==> src/rtl/caxi4interconnect_dwc_precalc_achannel_fifo_pkg.sv <==
// Shared types and helpers for the DWC A-channel pre-calc FIFO and its calc block.
package caxi4interconnect_dwc_precalc_achannel_fifo_pkg;

    localparam logic [1:0] BURST_FIXED = 2'b00;
    localparam logic [1:0] BURST_INCR  = 2'b01;
    localparam logic [1:0] BURST_WRAP  = 2'b10;

    // Fixed-width AXI4 command attributes carried alongside ID/ADDR/USER
    typedef struct packed {
        logic [7:0] alen;
        logic [2:0] asize;
        logic [1:0] aburst;
        logic [3:0] acache;
        logic       alock;
        logic [2:0] aprot;
        logic [3:0] aqos;
        logic [3:0] aregion;
    } axi_ctrl_t;

    // Per-command pre-calculated width-conversion fields
    typedef struct packed {
        logic [8:0]  to_boundary;
        logic [11:0] mask_wrap;
        logic [3:0]  size_diff;
        logic [7:0]  len_offset;
        logic [7:0]  len_first;
        logic [7:0]  len_second;
        logic        wrap_tx;
        logic        fixed;
        logic        size_err;
        logic        cross_4k;
    } precalc_t;

    function automatic int unsigned clog2(input int unsigned value);
        int unsigned res;
        res = 0;
        for (int unsigned i = 0; i < 32; i++) begin
            if ((32'd1 << i) < value) res = i + 1;
        end
        return res;
    endfunction

endpackage

==> src/rtl/caxi4interconnect_dwc_precalc_achannel_fifo_calc.sv <==
// Combinational WRAP-split / size-ratio / offset calculation for one AXI command.
// Optional 4KB-crossing flag enabled by DWC_PRECALC_4K_CHECK_EN.
module caxi4interconnect_dwc_precalc_calc
    import caxi4interconnect_dwc_precalc_achannel_fifo_pkg::*;
#(
    parameter int unsigned DATA_WIDTH_IN  = 64,
    parameter int unsigned DATA_WIDTH_OUT = 64,
    parameter int unsigned ADDR_WIDTH     = 32
) (
    input  logic [ADDR_WIDTH-1:0] aaddr,
    input  logic [7:0]            alen,
    input  logic [2:0]            asize,
    input  logic [1:0]            aburst,
    output precalc_t              rec_c
);

    localparam int unsigned IN_LOG    = clog2(DATA_WIDTH_IN / 8);
    localparam int unsigned OUT_LOG   = clog2(DATA_WIDTH_OUT / 8);
    localparam int unsigned OUT_BYTES = DATA_WIDTH_OUT / 8;

    logic                  is_wrap;
    logic [7:0]            addr_beat;
    logic [15:0]           total_bytes;
    logic [ADDR_WIDTH-1:0] out_offset;

    always_comb begin
        rec_c       = '0;
        is_wrap     = (aburst == BURST_WRAP);
        total_bytes = (16'(alen) + 16'd1) << asize;
        addr_beat   = 8'(aaddr >> asize) & {4'h0, alen[3:0]};
        out_offset  = aaddr & ADDR_WIDTH'(OUT_BYTES - 1);

        rec_c.to_boundary = is_wrap ? 9'(alen) + 9'd1 - 9'(addr_beat) : 9'(alen) + 9'd1;
        rec_c.mask_wrap   = 12'(total_bytes - 16'd1);
        rec_c.wrap_tx     = is_wrap && ((aaddr[11:0] & rec_c.mask_wrap) != 12'd0);
        if (OUT_LOG > 32'(asize)) rec_c.size_diff = 4'(OUT_LOG - 32'(asize));
        rec_c.len_offset  = 8'(out_offset >> asize);
        rec_c.len_first   = 8'((rec_c.to_boundary - 9'd1) >> rec_c.size_diff);
        // Second part only exists when the wrap has to be split in two
        if (rec_c.wrap_tx) rec_c.len_second = 8'((9'(alen) - rec_c.to_boundary) >> rec_c.size_diff);
        rec_c.fixed       = (aburst == BURST_FIXED);
        rec_c.size_err    = (32'(asize) > IN_LOG);
`ifdef DWC_PRECALC_4K_CHECK_EN
        rec_c.cross_4k    = (aburst == BURST_INCR) &&
                            ((17'(aaddr[11:0]) + 17'(total_bytes)) > 17'd4096);
`else
        rec_c.cross_4k    = 1'b0;
`endif
    end

endmodule

==> src/rtl/caxi4interconnect_dwc_precalc_achannel_fifo.sv <==
// DEPTH-entry A-channel FIFO storing each command with its pre-calculated DWC fields.
// m_4k_cross is live only when DWC_PRECALC_4K_CHECK_EN is defined.
module caxi4interconnect_dwc_precalc_achannel_fifo
    import caxi4interconnect_dwc_precalc_achannel_fifo_pkg::*;
#(
    parameter int unsigned DATA_WIDTH_IN  = 64,
    parameter int unsigned DATA_WIDTH_OUT = 64,
    parameter int unsigned ADDR_WIDTH     = 32,
    parameter int unsigned ID_WIDTH       = 4,
    parameter int unsigned USER_WIDTH     = 1,
    parameter int unsigned DEPTH          = 2
) (
    input  logic                  clk,
    input  logic                  rst,
    input  logic                  s_avalid,
    output logic                  s_aready,
    input  logic [ID_WIDTH-1:0]   s_aid,
    input  logic [ADDR_WIDTH-1:0] s_aaddr,
    input  logic [7:0]            s_alen,
    input  logic [2:0]            s_asize,
    input  logic [1:0]            s_aburst,
    input  logic [3:0]            s_acache,
    input  logic                  s_alock,
    input  logic [2:0]            s_aprot,
    input  logic [3:0]            s_aqos,
    input  logic [3:0]            s_aregion,
    input  logic [USER_WIDTH-1:0] s_auser,
    output logic                  m_avalid,
    input  logic                  m_aready,
    output logic [ID_WIDTH-1:0]   m_aid,
    output logic [ADDR_WIDTH-1:0] m_aaddr,
    output logic [7:0]            m_alen,
    output logic [2:0]            m_asize,
    output logic [1:0]            m_aburst,
    output logic [3:0]            m_acache,
    output logic                  m_alock,
    output logic [2:0]            m_aprot,
    output logic [3:0]            m_aqos,
    output logic [3:0]            m_aregion,
    output logic [USER_WIDTH-1:0] m_auser,
    output logic [8:0]            m_to_boundary,
    output logic [11:0]           m_mask_wrap,
    output logic [3:0]            m_size_diff,
    output logic [7:0]            m_len_offset,
    output logic [7:0]            m_len_first,
    output logic [7:0]            m_len_second,
    output logic                  m_wrap_tx,
    output logic                  m_fixed,
    output logic                  m_size_err,
    output logic                  m_4k_cross,
    output logic [clog2(DEPTH):0] count
);

    localparam int unsigned PTR_W = clog2(DEPTH);
    localparam int unsigned CNT_W = PTR_W + 1;

    logic [ID_WIDTH-1:0]   mem_id   [DEPTH];
    logic [ADDR_WIDTH-1:0] mem_addr [DEPTH];
    logic [USER_WIDTH-1:0] mem_user [DEPTH];
    axi_ctrl_t             mem_ctrl [DEPTH];
    precalc_t              mem_rec  [DEPTH];

    logic [PTR_W-1:0]      wr_ptr, rd_ptr, rd_ptr_nxt_c;
    logic [CNT_W-1:0]      count_nxt_c;
    logic                  push_c, pop_c, bypass_c;
    axi_ctrl_t             s_ctrl_c, head_ctrl_c, m_ctrl;
    precalc_t              s_rec_c, head_rec_c, m_rec;
    logic [ID_WIDTH-1:0]   head_id_c;
    logic [ADDR_WIDTH-1:0] head_addr_c;
    logic [USER_WIDTH-1:0] head_user_c;

    assign s_ctrl_c = '{alen: s_alen, asize: s_asize, aburst: s_aburst, acache: s_acache,
                        alock: s_alock, aprot: s_aprot, aqos: s_aqos, aregion: s_aregion};

    caxi4interconnect_dwc_precalc_calc #(
        .DATA_WIDTH_IN  (DATA_WIDTH_IN),
        .DATA_WIDTH_OUT (DATA_WIDTH_OUT),
        .ADDR_WIDTH     (ADDR_WIDTH)
    ) u_calc (
        .aaddr  (s_aaddr),
        .alen   (s_alen),
        .asize  (s_asize),
        .aburst (s_aburst),
        .rec_c  (s_rec_c)
    );

    // Handshakes and next pointer/occupancy
    always_comb begin
        push_c       = s_avalid && s_aready;
        pop_c        = m_avalid && m_aready;
        rd_ptr_nxt_c = pop_c ? rd_ptr + PTR_W'(1) : rd_ptr;
        count_nxt_c  = count + CNT_W'(push_c) - CNT_W'(pop_c);
        // Incoming command becomes the head when it lands in the next read slot
        bypass_c     = push_c && (wr_ptr == rd_ptr_nxt_c);
    end

    // Next head entry, forwarded from the input when written this cycle
    always_comb begin
        head_id_c   = mem_id[rd_ptr_nxt_c];
        head_addr_c = mem_addr[rd_ptr_nxt_c];
        head_user_c = mem_user[rd_ptr_nxt_c];
        head_ctrl_c = mem_ctrl[rd_ptr_nxt_c];
        head_rec_c  = mem_rec[rd_ptr_nxt_c];
        if (bypass_c) begin
            head_id_c   = s_aid;
            head_addr_c = s_aaddr;
            head_user_c = s_auser;
            head_ctrl_c = s_ctrl_c;
            head_rec_c  = s_rec_c;
        end
    end

    always_ff @(posedge clk) begin
        if (push_c) begin
            mem_id[wr_ptr]   <= s_aid;
            mem_addr[wr_ptr] <= s_aaddr;
            mem_user[wr_ptr] <= s_auser;
            mem_ctrl[wr_ptr] <= s_ctrl_c;
            mem_rec[wr_ptr]  <= s_rec_c;
        end
    end

    always_ff @(posedge clk or negedge rst) begin
        if (!rst) begin
            wr_ptr   <= '0;
            rd_ptr   <= '0;
            count    <= '0;
            s_aready <= 1'b0;
            m_avalid <= 1'b0;
            m_aid    <= '0;
            m_aaddr  <= '0;
            m_auser  <= '0;
            m_ctrl   <= '0;
            m_rec    <= '0;
        end else begin
            if (push_c) wr_ptr <= wr_ptr + PTR_W'(1);
            rd_ptr   <= rd_ptr_nxt_c;
            count    <= count_nxt_c;
            s_aready <= (count_nxt_c != CNT_W'(DEPTH));
            m_avalid <= (count_nxt_c != '0);
            m_aid    <= head_id_c;
            m_aaddr  <= head_addr_c;
            m_auser  <= head_user_c;
            m_ctrl   <= head_ctrl_c;
            m_rec    <= head_rec_c;
        end
    end

    assign m_alen        = m_ctrl.alen;
    assign m_asize       = m_ctrl.asize;
    assign m_aburst      = m_ctrl.aburst;
    assign m_acache      = m_ctrl.acache;
    assign m_alock       = m_ctrl.alock;
    assign m_aprot       = m_ctrl.aprot;
    assign m_aqos        = m_ctrl.aqos;
    assign m_aregion     = m_ctrl.aregion;
    assign m_to_boundary = m_rec.to_boundary;
    assign m_mask_wrap   = m_rec.mask_wrap;
    assign m_size_diff   = m_rec.size_diff;
    assign m_len_offset  = m_rec.len_offset;
    assign m_len_first   = m_rec.len_first;
    assign m_len_second  = m_rec.len_second;
    assign m_wrap_tx     = m_rec.wrap_tx;
    assign m_fixed       = m_rec.fixed;
    assign m_size_err    = m_rec.size_err;
    assign m_4k_cross    = m_rec.cross_4k;

endmodule

==> config.mk <==
export PLATFORM = sky130hd
export DESIGN_NAME = caxi4interconnect_dwc_precalc_achannel_fifo
export DESIGN_NICKNAME = d
export VERILOG_FILES = /design/src/rtl/caxi4interconnect_dwc_precalc_achannel_fifo_pkg.sv /design/src/rtl/caxi4interconnect_dwc_precalc_achannel_fifo_calc.sv /design/src/rtl/caxi4interconnect_dwc_precalc_achannel_fifo.sv
export SDC_FILE = /design/constraint.sdc
export NUM_CORES = 1
export LEC_CHECK = 0
export CORE_UTILIZATION = 30
export DETAILED_ROUTE_END_ITERATION = 6
export PLACE_DENSITY = 0.59
export SYNTH_ARGS = -nofsm -noshare
export SYNTH_HDL_FRONTEND = slang
export SYNTH_SLANG_ARGS = --single-unit
export TNS_END_PERCENT = 30
==> constraint.sdc <==
create_clock -name clk -period 11.26 [get_ports clk]
set_input_delay 2.252 -clock clk [delete_from_list [all_inputs] [get_ports clk]]
set_output_delay 2.252 -clock clk [all_outputs]
set_load 0.02 [all_outputs]
==> results.sh, run 1 <==
export IMPL_n_fill_cell=4713
export IMPL_synth_xor_area_share_pct=2.31
export IMPL_synth_compound_area_share_pct=11.3
export IMPL_critPathArrivalTime_ns=7.71
export IMPL_end_kind="register"
export IMPL_ff2ff_setup_slack_ns=6.66
export IMPL_synth_top_area_cell="edfxtp_1"
export IMPL_yosys_area_share_simple_pct=9.25
export IMPL_start_util_pct=30.7
export IMPL_setup_viol=0
export IMPL_synth_adder_area_share_pct=1.42
export IMPL_critPathMaxStageDelay_ns=0.90
export IMPL_initialDrtViolationCount=597
export IMPL_period_needed_ns=7.45
export IMPL_grt_start_max_net_pins=113
export IMPL_clock_path_buffers=3
export IMPL_clk_pin_slew_ns=0.06
export IMPL_tightest_slew_ns=1.10
export IMPL_avgRoutedWirePerCell_um=19.2
export IMPL_status="completed"
export IMPL_areaGrowthSynthToFinish_pct=24.6
export IMPL_slew_headroom_pct=27.0
export IMPL_dieArea_sq_um=51300
export IMPL_synth_top_family_by_area="compound AO/OA/AOI/OAI gates"
export IMPL_setup_tns_ns=0
export IMPL_p_total_mw=5.08
export IMPL_ys_seq_elements=339
export IMPL_die_x_um=227
export IMPL_fin_area_sq_um=18900
export IMPL_dp_cells=1964
export IMPL_postSynthCellCount=1174
export IMPL_hold_viol_final=0
export IMPL_cts_tree="done"
export IMPL_required_ns=11.51
export IMPL_fin_crit_sh_pct=66.2
export IMPL_stdcell_count=2035
export IMPL_ios=193
export IMPL_cts_root_buffer="clkbuf_16"
export IMPL_seq_area_frac_synth_pct=63.4
export IMPL_diodes=0
export IMPL_rows=81
export IMPL_ant_nets=0
export IMPL_post_cts_setup_buffer_count=0
export IMPL_vias=9811
export IMPL_grt_pass1_vias=9875
export IMPL_cts_made_buffers=39
export IMPL_crit_chain="clkdlybuf4s50_1 > ha_1 > xnor2_2 > inv_2 > ha_1 > and3b_1 > o21ai_0 > a22oi_1 > a2111oi_4 > inv_1 > ha_1 > a21oi_1 > nand3b_1 > nand4_1 > a31oi_1 > xnor2_1 > mux2i_1 > and2_1 > nor3_1"
export IMPL_synth_area_per_cell_sq_um=12.9
export IMPL_antenna_found_initial=2
export IMPL_cp_num_buf_inv=3
export IMPL_layout_drive_gt1_share_pct=8.68
export IMPL_synthDistinctLibCells=91
export IMPL_yosys_warnings=0
export IMPL_syn_area_sq_um=15100
export IMPL_dpl_cell_area_sq_um=17600
export IMPL_dp_hpwl_um=25600
export IMPL_worst_path_stages=19
export IMPL_ys_top_cells_by_area="edfxtp_1 44%, dfrtp_1 19%, mux2i_1 8.5%, o21ai_0 3.8%, nand2_1 3.3%"
export IMPL_async_flop_share_pct=34.5
export IMPL_crit_fanout=20
export IMPL_yosys_most_used_dff="edfxtp_1"
export IMPL_critPathKind="input port to register"
export IMPL_post_cts_resized=0
export IMPL_fmaxAchievable_ghz=0.134
export IMPL_synth_edf_count=222
export IMPL_critical_path_top_delay_family="adder cells"
export IMPL_maxSlewViolCount=0
export IMPL_finalNetCount=1427
export IMPL_worstRegToRegCells=10
export IMPL_drc=0
export IMPL_crit_top_cell="ha_1"
export IMPL_maxCapViolCount=0
export IMPL_hold_path_class="register to register"
export IMPL_firstDrtPassIters=6
export IMPL_die_h_um=227
export IMPL_place_congestion=0.889
export IMPL_final_cell_mix="222 x edfxtp_1, 185 x clkdlybuf4s50_1, 134 x nand2_1"
export IMPL_viasPerCell=4.82
export IMPL_grt_ovfl_total=0
export IMPL_grt_pass1_wl_um=59800
export IMPL_skew_ns=0.0125
export IMPL_p_leak_nw=7.08
export IMPL_yosys_area_top_type_share_pct=44.1
export IMPL_endpoint="mem_rec[0][8]"
export IMPL_critPathLaunchType="input port"
export IMPL_r2r_start="m_avalid"
export IMPL_track_usage_pct=15.3
export IMPL_rsz0062_at_grt="false"
export IMPL_crit_start="s_alen[0]"
export IMPL_reg2reg_to="m_len_first[2]"
export IMPL_h_tree_depth=2
export IMPL_synth_mux_area_share_pct=8.84
export IMPL_cts_hold_buf=0
export IMPL_mostFrequentLayoutCell="edfxtp_1"
export IMPL_cts_sinks=339
export IMPL_hold_ws_ns=0.510
export IMPL_clock_latency_ns=0.54
export IMPL_core_sq_um=49400
export IMPL_peakVddDrop_mv=0.174
export IMPL_numPortBuffers=186
export IMPL_critPathSlowestCell="clkdlybuf4s50_1"
export IMPL_wirelength_um=39200
export IMPL_power_density_nw_per_um2=270
state kept, by name, summed over array words and instances, names as in the netlist, 8 cells and up:
| register | flops |
|---|---|
| m_aaddr | 32 |
| m_alen | 8 |
| m_len_first | 8 |
| m_len_second | 8 |
| m_mask_wrap | 12 |
| m_to_boundary | 9 |
| mem_addr | 64 |
| mem_ctrl | 56 |
| mem_id | 8 |
| mem_rec | 92 |
stage by stage:
stage	setup WS (ns)	utilization [%]
final	3.81	38.2
after detailed placement	3.28	35.6
after global placement	3.47	35.6
after CTS	3.85	38.2
after floorplan	3.68	-
after global routing	3.35	38.2
synth_stat cells (9+ instances only):
library cell and n:
nor2b_1 9, ha_1 14, a211oi_1 11, clkbuf_1 26, nor2_1 50, buf_4 10
mux2i_1 128, dfrtp_1 117, inv_1 25, a21o_1 9, o22ai_1 13, buf_2 16
edfxtp_1 222, nand2b_1 11, buf_1 20, nand2_1 134, and2_1 10, xnor2_1 17
o21ai_0 114, nand3_1 12, a21oi_1 34, xor2_1 11
power breakdown:
part,internal (mW),switching (mW),total (mW)
Clock,0.743,0.499,1.24
Combinational,0.796,1.16,1.96
Sequential,1.77,0.111,1.88
Total,3.31,1.77,5.08
metal layers:
layer / wire length (um) / vias to the layer above / GRT usage, %
li1: - / 4638 / -
met5: 14 / - / 0
met4: 793 / 2 / 4.27
met1: 17500 / 4849 / 20.3
met3: 2500 / 68 / 4.17
met2: 18400 / 254 / 24.5
cells by family (layout without fill, tap and decap cells):
| kind of cell | Yosys count | in the layout |
|---|---|---|
| flops | 339 | 339 |
| simple gates | 288 | 288 |
| compound gates | 256 | 256 |
| mux | 133 | 133 |
| buf+inv | 108 | 298 |
| xor+xnor | 33 | 33 |
| fa+ha+maj | 16 | 16 |
| other cells | 1 | 8 |
how the worst min path moves through the flow:
| stage | from | end | depth (start not counted) |
|---|---|---|---|
| floorplan | mem_rec[1][30] | m_size_diff[3] | 2 |
| global placement | mem_addr[1][15] | m_aaddr[15] | 2 |
| detailed placement | mem_rec[0][30] | m_size_diff[3] | 2 |
| CTS | mem_rec[0][30] | m_size_diff[3] | 2 |
| global route | mem_rec[0][30] | m_size_diff[3] | 2 |
| finish | mem_rec[0][30] | m_size_diff[3] | 2 |
layout make-up:
cell class,count,area (sq um),share of cell area [%]
sequential,339,9590,50.9
multi-input combinational,734,5080,27.0
timing repair buffer,198,1970,10.4
tap,664,831,4.41
clock buffer,57,1120,5.97
clock inverter,14,144,0.763
inverter,29,111,0.591
worst reg2reg max path, delay by kind of cell, from the launching register on:
| kind | cells | cell delay (ns) |
|---|---|---|
| xor+xnor | 2 | 0.47 |
| flops | 1 | 0.37 |
| simple gates | 2 | 0.34 |
| compound gates | 2 | 0.52 |
| buf+inv | 4 | 2.78 |
Note: power is estimated with default switching activity, not from simulation.
==> inputs of run 2 (changes only) <==
--- a/config.mk
+++ b/config.mk
@@ -7,7 +7,7 @@
 export LEC_CHECK = 0
 export CORE_UTILIZATION = 30
 export DETAILED_ROUTE_END_ITERATION = 6
-export PLACE_DENSITY = 0.59
+export PLACE_DENSITY = 0.6
 export SYNTH_ARGS = -nofsm -noshare
 export SYNTH_HDL_FRONTEND = slang
 export SYNTH_SLANG_ARGS = --single-unit
==> constraint.sdc (replaced) <==
create_clock -name clk -period 6.7 [get_ports clk]
set_input_delay 1.34 -clock clk [delete_from_list [all_inputs] [get_ports clk]]
set_output_delay 1.34 -clock clk [all_outputs]
set_load 0.02 [all_outputs]
==> results.sh, run 2 (same netlist as run 1, synthesis figures left out) <==
export IMPL_largest_reg_flops=92
export IMPL_initialDrtViolationCount=637
export IMPL_grt_start_max_net_pins=141
export IMPL_firstDrtPassIters=5
export IMPL_hold_ws_ns=0.525
export IMPL_ant_nets=0
export IMPL_tightest_slew_ns=0.945
export IMPL_cts_hold_buf=0
export IMPL_final_cell_mix="222 x edfxtp_1, 185 x clkdlybuf4s50_1, 134 x nand2_1"
export IMPL_clock_latency_ns=0.55
export IMPL_cp_num_buf_inv=2
export IMPL_maxSlewViolCount=0
export IMPL_setup_viol=0
export IMPL_critPathSlowestCell="clkdlybuf4s50_1"
export IMPL_finalNetCount=1454
export IMPL_cts_root_buffer="clkbuf_16"
export IMPL_peakVddDrop_mv=0.461
export IMPL_crit_chain="clkdlybuf4s50_1 > mux2_2 > o21ai_0 > o21ai_0 > nand2_1 > ha_1 > o21a_1 > nor2_1 > nand4b_1 > o21ai_1 > nor4_1 > xnor2_1 > inv_1 > ha_1 > nand3b_1 > nand4_1 > a31oi_1 > xnor2_1 > mux2i_1 > and2_1 > nor3_1"
export IMPL_die_x_um=227
export IMPL_viasPerCell=4.78
export IMPL_post_cts_setup_buffer_count=0
export IMPL_period_needed_ns=5.82
export IMPL_fin_util_pct=38.9
export IMPL_cts_tree="done"
export IMPL_mostFrequentLayoutCell="edfxtp_1"
export IMPL_crit_fanout=9
export IMPL_fin_crit_sh_pct=86.9
export IMPL_antenna_found_initial=2
export IMPL_rsz0062_at_grt="false"
export IMPL_diodes=0
export IMPL_track_usage_pct=15.6
export IMPL_skew_ns=0.0111
export IMPL_maxCapViolCount=0
export IMPL_start_util_pct=30.7
export IMPL_fin_area_sq_um=19200
export IMPL_clk_pin_slew_ns=0.06
export IMPL_critPathArrivalTime_ns=6.08
export IMPL_drc=0
export IMPL_grt_ovfl_total=0
export IMPL_vias=9856
export IMPL_grt_pass1_wl_um=60600
export IMPL_rows=81
export IMPL_numPortBuffers=186
export IMPL_die_h_um=227
export IMPL_critPathMaxStageDelay_ns=0.74
export IMPL_place_congestion=0.861
export IMPL_core_sq_um=49400
export IMPL_setup_tns_ns=0
export IMPL_reg_top3="mem_rec (92), mem_addr (64), mem_ctrl (56)"
export IMPL_cts_made_buffers=39
export IMPL_slew_headroom_pct=37.0
export IMPL_post_cts_resized=0
export IMPL_critPathLaunchType="input port"
export IMPL_dpl_cell_area_sq_um=17800
export IMPL_fmaxAchievable_ghz=0.172
export IMPL_critical_path_top_delay_family="simple AND/OR/NAND/NOR gates"
export IMPL_p_leak_nw=7.26
export IMPL_end_kind="register"
export IMPL_required_ns=6.95
export IMPL_dieArea_sq_um=51300
export IMPL_grt_pass1_vias=9944
export IMPL_ios=193
export IMPL_h_tree_depth=2
export IMPL_regMostFlops="mem_rec"
export IMPL_dp_hpwl_um=26200
export IMPL_status="completed"
export IMPL_power_density_nw_per_um2=453
export IMPL_cts_sinks=339
export IMPL_clock_path_buffers=3
export IMPL_hold_viol_final=0
export IMPL_critPathKind="input port to register"
export IMPL_hold_path_class="register to register"
export IMPL_areaGrowthSynthToFinish_pct=26.8
export IMPL_layout_drive_gt1_share_pct=10.5
export IMPL_wirelength_um=39400
export IMPL_avgRoutedWirePerCell_um=19.1
export IMPL_p_total_mw=8.70
run 2: cell types whose count changed in the layout (fill, tap and decap cells not counted), sizes merged:
cell	change
clkinvlp	-1
bufinv	+4
inv	-1
clkbuf	-5
buf	+27
clkinv	+4
run 2: metal layers:
layer | up-vias | share of wire (%) | GRT usage (%)
li1 | 4688 | - | -
met1 | 4846 | 45 | 21.0
met2 | 262 | 47 | 24.7
met3 | 56 | 5.9 | 3.81
met4 | 4 | 2.3 | 4.86
met5 | - | 0.058 | 0
run 2: power breakdown:
group	leakage (nW)	total [mW]	internal (mW)	switching, mW
logic	3.15	3.31	1.37	1.93
registers	3.45	3.16	2.97	0.188
clock network	0.666	2.23	1.38	0.853
run 2: final timing paths:
path | startpoint | endpoint | slack (ns) | cells after the start
max | s_asize[2] | mem_rec[0][8] | 0.88 | 21
min | mem_addr[0][10] | m_aaddr[10] | 0.53 | 2
max reg2reg | m_avalid | m_len_first[2] | 4.20 | 8
min reg2reg | mem_addr[0][10] | m_aaddr[10] | 0.53 | 2
max in group asynchronous | rst | m_len_first[7] | 4.69 | 2
min in group asynchronous | rst | m_aqos[3] | 0.87 | 1
run 2: cell type report:
class	count	area [sq um]
inverter	29	111
sequential	339	9590
clock inverter	20	268
fill	4728	30200
multi-input combinational	734	5080
timing repair buffer	225	2210
tap	664	831
clock buffer	52	1090
run 2: tightest hold or removal path: stages, from the launching register on:
cell	delay, ns
edfxtp_1	0.32
mux2i_1	0.06
o21ai_0	0.12
run 2: metrics by stage:
| stage | setup WS, ns | cells |
|---|---|---|
| floorplan | 0.0357 | 1181 |
| global placement | 0.469 | 1991 |
| detailed placement | 0.373 | 1991 |
| CTS | 0.950 | 2063 |
| global route | 0.535 | 2063 |
| finish | 0.876 | 2063 |
==> inputs of run 3 (changes only) <==
--- a/config.mk
+++ b/config.mk
@@ -5,9 +5,11 @@
 export SDC_FILE = /design/constraint.sdc
 export NUM_CORES = 1
 export LEC_CHECK = 0
-export CORE_UTILIZATION = 30
+export CAP_MARGIN = 25
+export CORE_UTILIZATION = 40
 export DETAILED_ROUTE_END_ITERATION = 6
-export PLACE_DENSITY = 0.6
+export DONT_BUFFER_PORTS = 1
+export PLACE_DENSITY = 0.66
 export SYNTH_ARGS = -nofsm -noshare
 export SYNTH_HDL_FRONTEND = slang
 export SYNTH_SLANG_ARGS = --single-unit
==> results.sh, run 3 (same netlist as run 1, synthesis figures left out) <==
export IMPL_n_fill_cell=3304
export IMPL_antenna_found_initial=0
export IMPL_clock_path_buffers=3
export IMPL_post_cts_resized=0
export IMPL_fin_area_sq_um=16800
export IMPL_finalNetCount=1235
export IMPL_wirelength_um=36200
export IMPL_viasPerCell=5.41
export IMPL_dpl_cell_area_sq_um=15500
export IMPL_crit_chain="or2_0 > nor2_1 > a21oi_1 > o21ai_0 > nand2_1 > ha_1 > and3b_1 > o21ai_0 > a22oi_1 > a2111oi_4 > inv_1 > ha_1 > o21a_1 > o31a_1 > nor2_1 > nand2_1 > o211ai_1 > a31oi_1 > xor2_1 > mux2i_1 > and2_1 > nor3_1"
export IMPL_numPortBuffers=0
export IMPL_worstRegToRegCells=7
export IMPL_core_sq_um=37000
export IMPL_cts_root_buffer="clkbuf_16"
export IMPL_peakVddDrop_mv=0.395
export IMPL_die_h_um=197
export IMPL_cp_num_buf_inv=1
export IMPL_dieArea_sq_um=38600
export IMPL_layout_drive_gt1_share_pct=9.43
export IMPL_start_util_pct=40.9
export IMPL_cts_tree="done"
export IMPL_grt_ovfl_total=0
export IMPL_rows=70
export IMPL_critPathLaunchType="input port"
export IMPL_status="completed"
export IMPL_cts_made_buffers=37
export IMPL_maxSlewViolCount=0
export IMPL_ios=193
export IMPL_dp_cells=1614
export IMPL_grt_start_max_net_pins=131
export IMPL_firstDrtPassIters=5
export IMPL_reg_top3="mem_rec (92), mem_addr (64), mem_ctrl (56)"
export IMPL_clk_pin_slew_ns=0.06
export IMPL_slew_headroom_pct=40.4
export IMPL_final_cell_mix="222 x edfxtp_1, 134 x nand2_1, 128 x mux2i_1"
export IMPL_end_kind="register"
export IMPL_critical_path_top_delay_family="compound AO/OA/AOI/OAI gates"
export IMPL_regMostFlops="mem_rec"
export IMPL_reg2reg_to="m_to_boundary[5]"
export IMPL_ff2ff_setup_slack_ns=3.51
export IMPL_grt_pass1_vias=9117
export IMPL_diodes=0
export IMPL_die_x_um=197
export IMPL_p_leak_nw=6.35
export IMPL_fin_util_pct=45.5
export IMPL_h_tree_depth=2
export IMPL_cts_sinks=339
export IMPL_drc=0
export IMPL_place_congestion=0.882
export IMPL_dp_hpwl_um=23000
export IMPL_initialDrtViolationCount=700
export IMPL_hold_viol_final=0
export IMPL_largest_reg_flops=92
export IMPL_power_density_nw_per_um2=464
export IMPL_r2r_start="m_avalid"
export IMPL_critPathArrivalTime_ns=5.59
export IMPL_cts_hold_buf=0
export IMPL_vias=9090
export IMPL_p_total_mw=7.79
export IMPL_grt_pass1_wl_um=55600
export IMPL_pre_cts_ws_ns=0.944
export IMPL_rsz0062_at_grt="false"
export IMPL_maxCapViolCount=0
export IMPL_setup_viol=0
export IMPL_critPathSlowestCell="a2111oi_4"
export IMPL_critPathKind="input port to register"
export IMPL_worst_slack_ns=1.46
export IMPL_period_needed_ns=5.24
export IMPL_hold_path_class="input port to asynchronous set/reset pin"
export IMPL_setup_tns_ns=0
export IMPL_hold_ws_ns=0.495
export IMPL_ant_nets=0
export IMPL_crit_fanout=37
export IMPL_clock_latency_ns=0.55
export IMPL_track_usage_pct=19.0
export IMPL_areaGrowthSynthToFinish_pct=11.1
export IMPL_fmaxAchievable_ghz=0.191
export IMPL_skew_ns=0.0260
export IMPL_critPathMaxStageDelay_ns=0.55
export IMPL_stdcell_count=1681
export IMPL_required_ns=7.05
export IMPL_tightest_slew_ns=0.869
export IMPL_post_cts_setup_buffer_count=0
export IMPL_fin_crit_sh_pct=78.1
export IMPL_avgRoutedWirePerCell_um=21.6
export IMPL_mostFrequentLayoutCell="edfxtp_1"
## run 3: cell count changes in the layout (fill, tap and decap cells not counted), sizes merged
cell	previous run	this run
bufinv	6	4
clkdlybuf4s50	185	0
clkbuf	52	57
clkinv	12	4
buf	40	8
## run 3: worst max path at each step
stage,startpoint,to,slack (ns),depth (start not counted)
after floorplan,s_avalid,mem_addr[0][0],0.04,2
after global placement,s_asize[2],mem_rec[0][8],1.02,20
after detailed placement,s_asize[1],mem_rec[1][8],0.94,22
after CTS,s_asize[1],mem_rec[0][8],1.51,22
after global routing,s_asize[1],mem_rec[0][8],1.00,22
final,s_asize[1],mem_rec[0][8],1.46,22
## run 3: power by group
| part | total, mW | switching (mW) | internal, mW |
|---|---|---|---|
| clock network | 2.09 | 0.799 | 1.30 |
| logic | 2.00 | 1.27 | 0.732 |
| registers | 3.70 | 0.724 | 2.97 |
| total | 7.79 | 2.79 | 5.00 |
## run 3: metal layers
layer	wire length, um	track usage (%)	up-vias
met5	0	0	-
met4	926	6.60	0
met3	2410	5.22	62
met2	17000	30.0	262
met1	15900	25.0	4518
li1	-	-	4248
## run 3: layout make-up
| cell class | count | area [sq um] | share of cell area [%] |
|---|---|---|---|
| clock buffers | 57 | 1110 | 6.61 |
| clock inverters | 10 | 155 | 0.923 |
| well taps | 504 | 631 | 3.75 |
| flip-flops and latches | 339 | 9590 | 57.1 |
| multi-input cells | 734 | 5080 | 30.3 |
| inverters | 29 | 111 | 0.663 |
| repair buffers | 8 | 118 | 0.700 |
## run 3: worst register-to-register path, cell delays in order, from the launching register on
cell     delay [ns]
dfrtp_1        0.45
nand2_1        0.19
xor2_4         0.20
inv_1          0.29
xnor2_1        0.19
nor2b_4        0.53
buf_4          0.62
o21ai_0        0.47
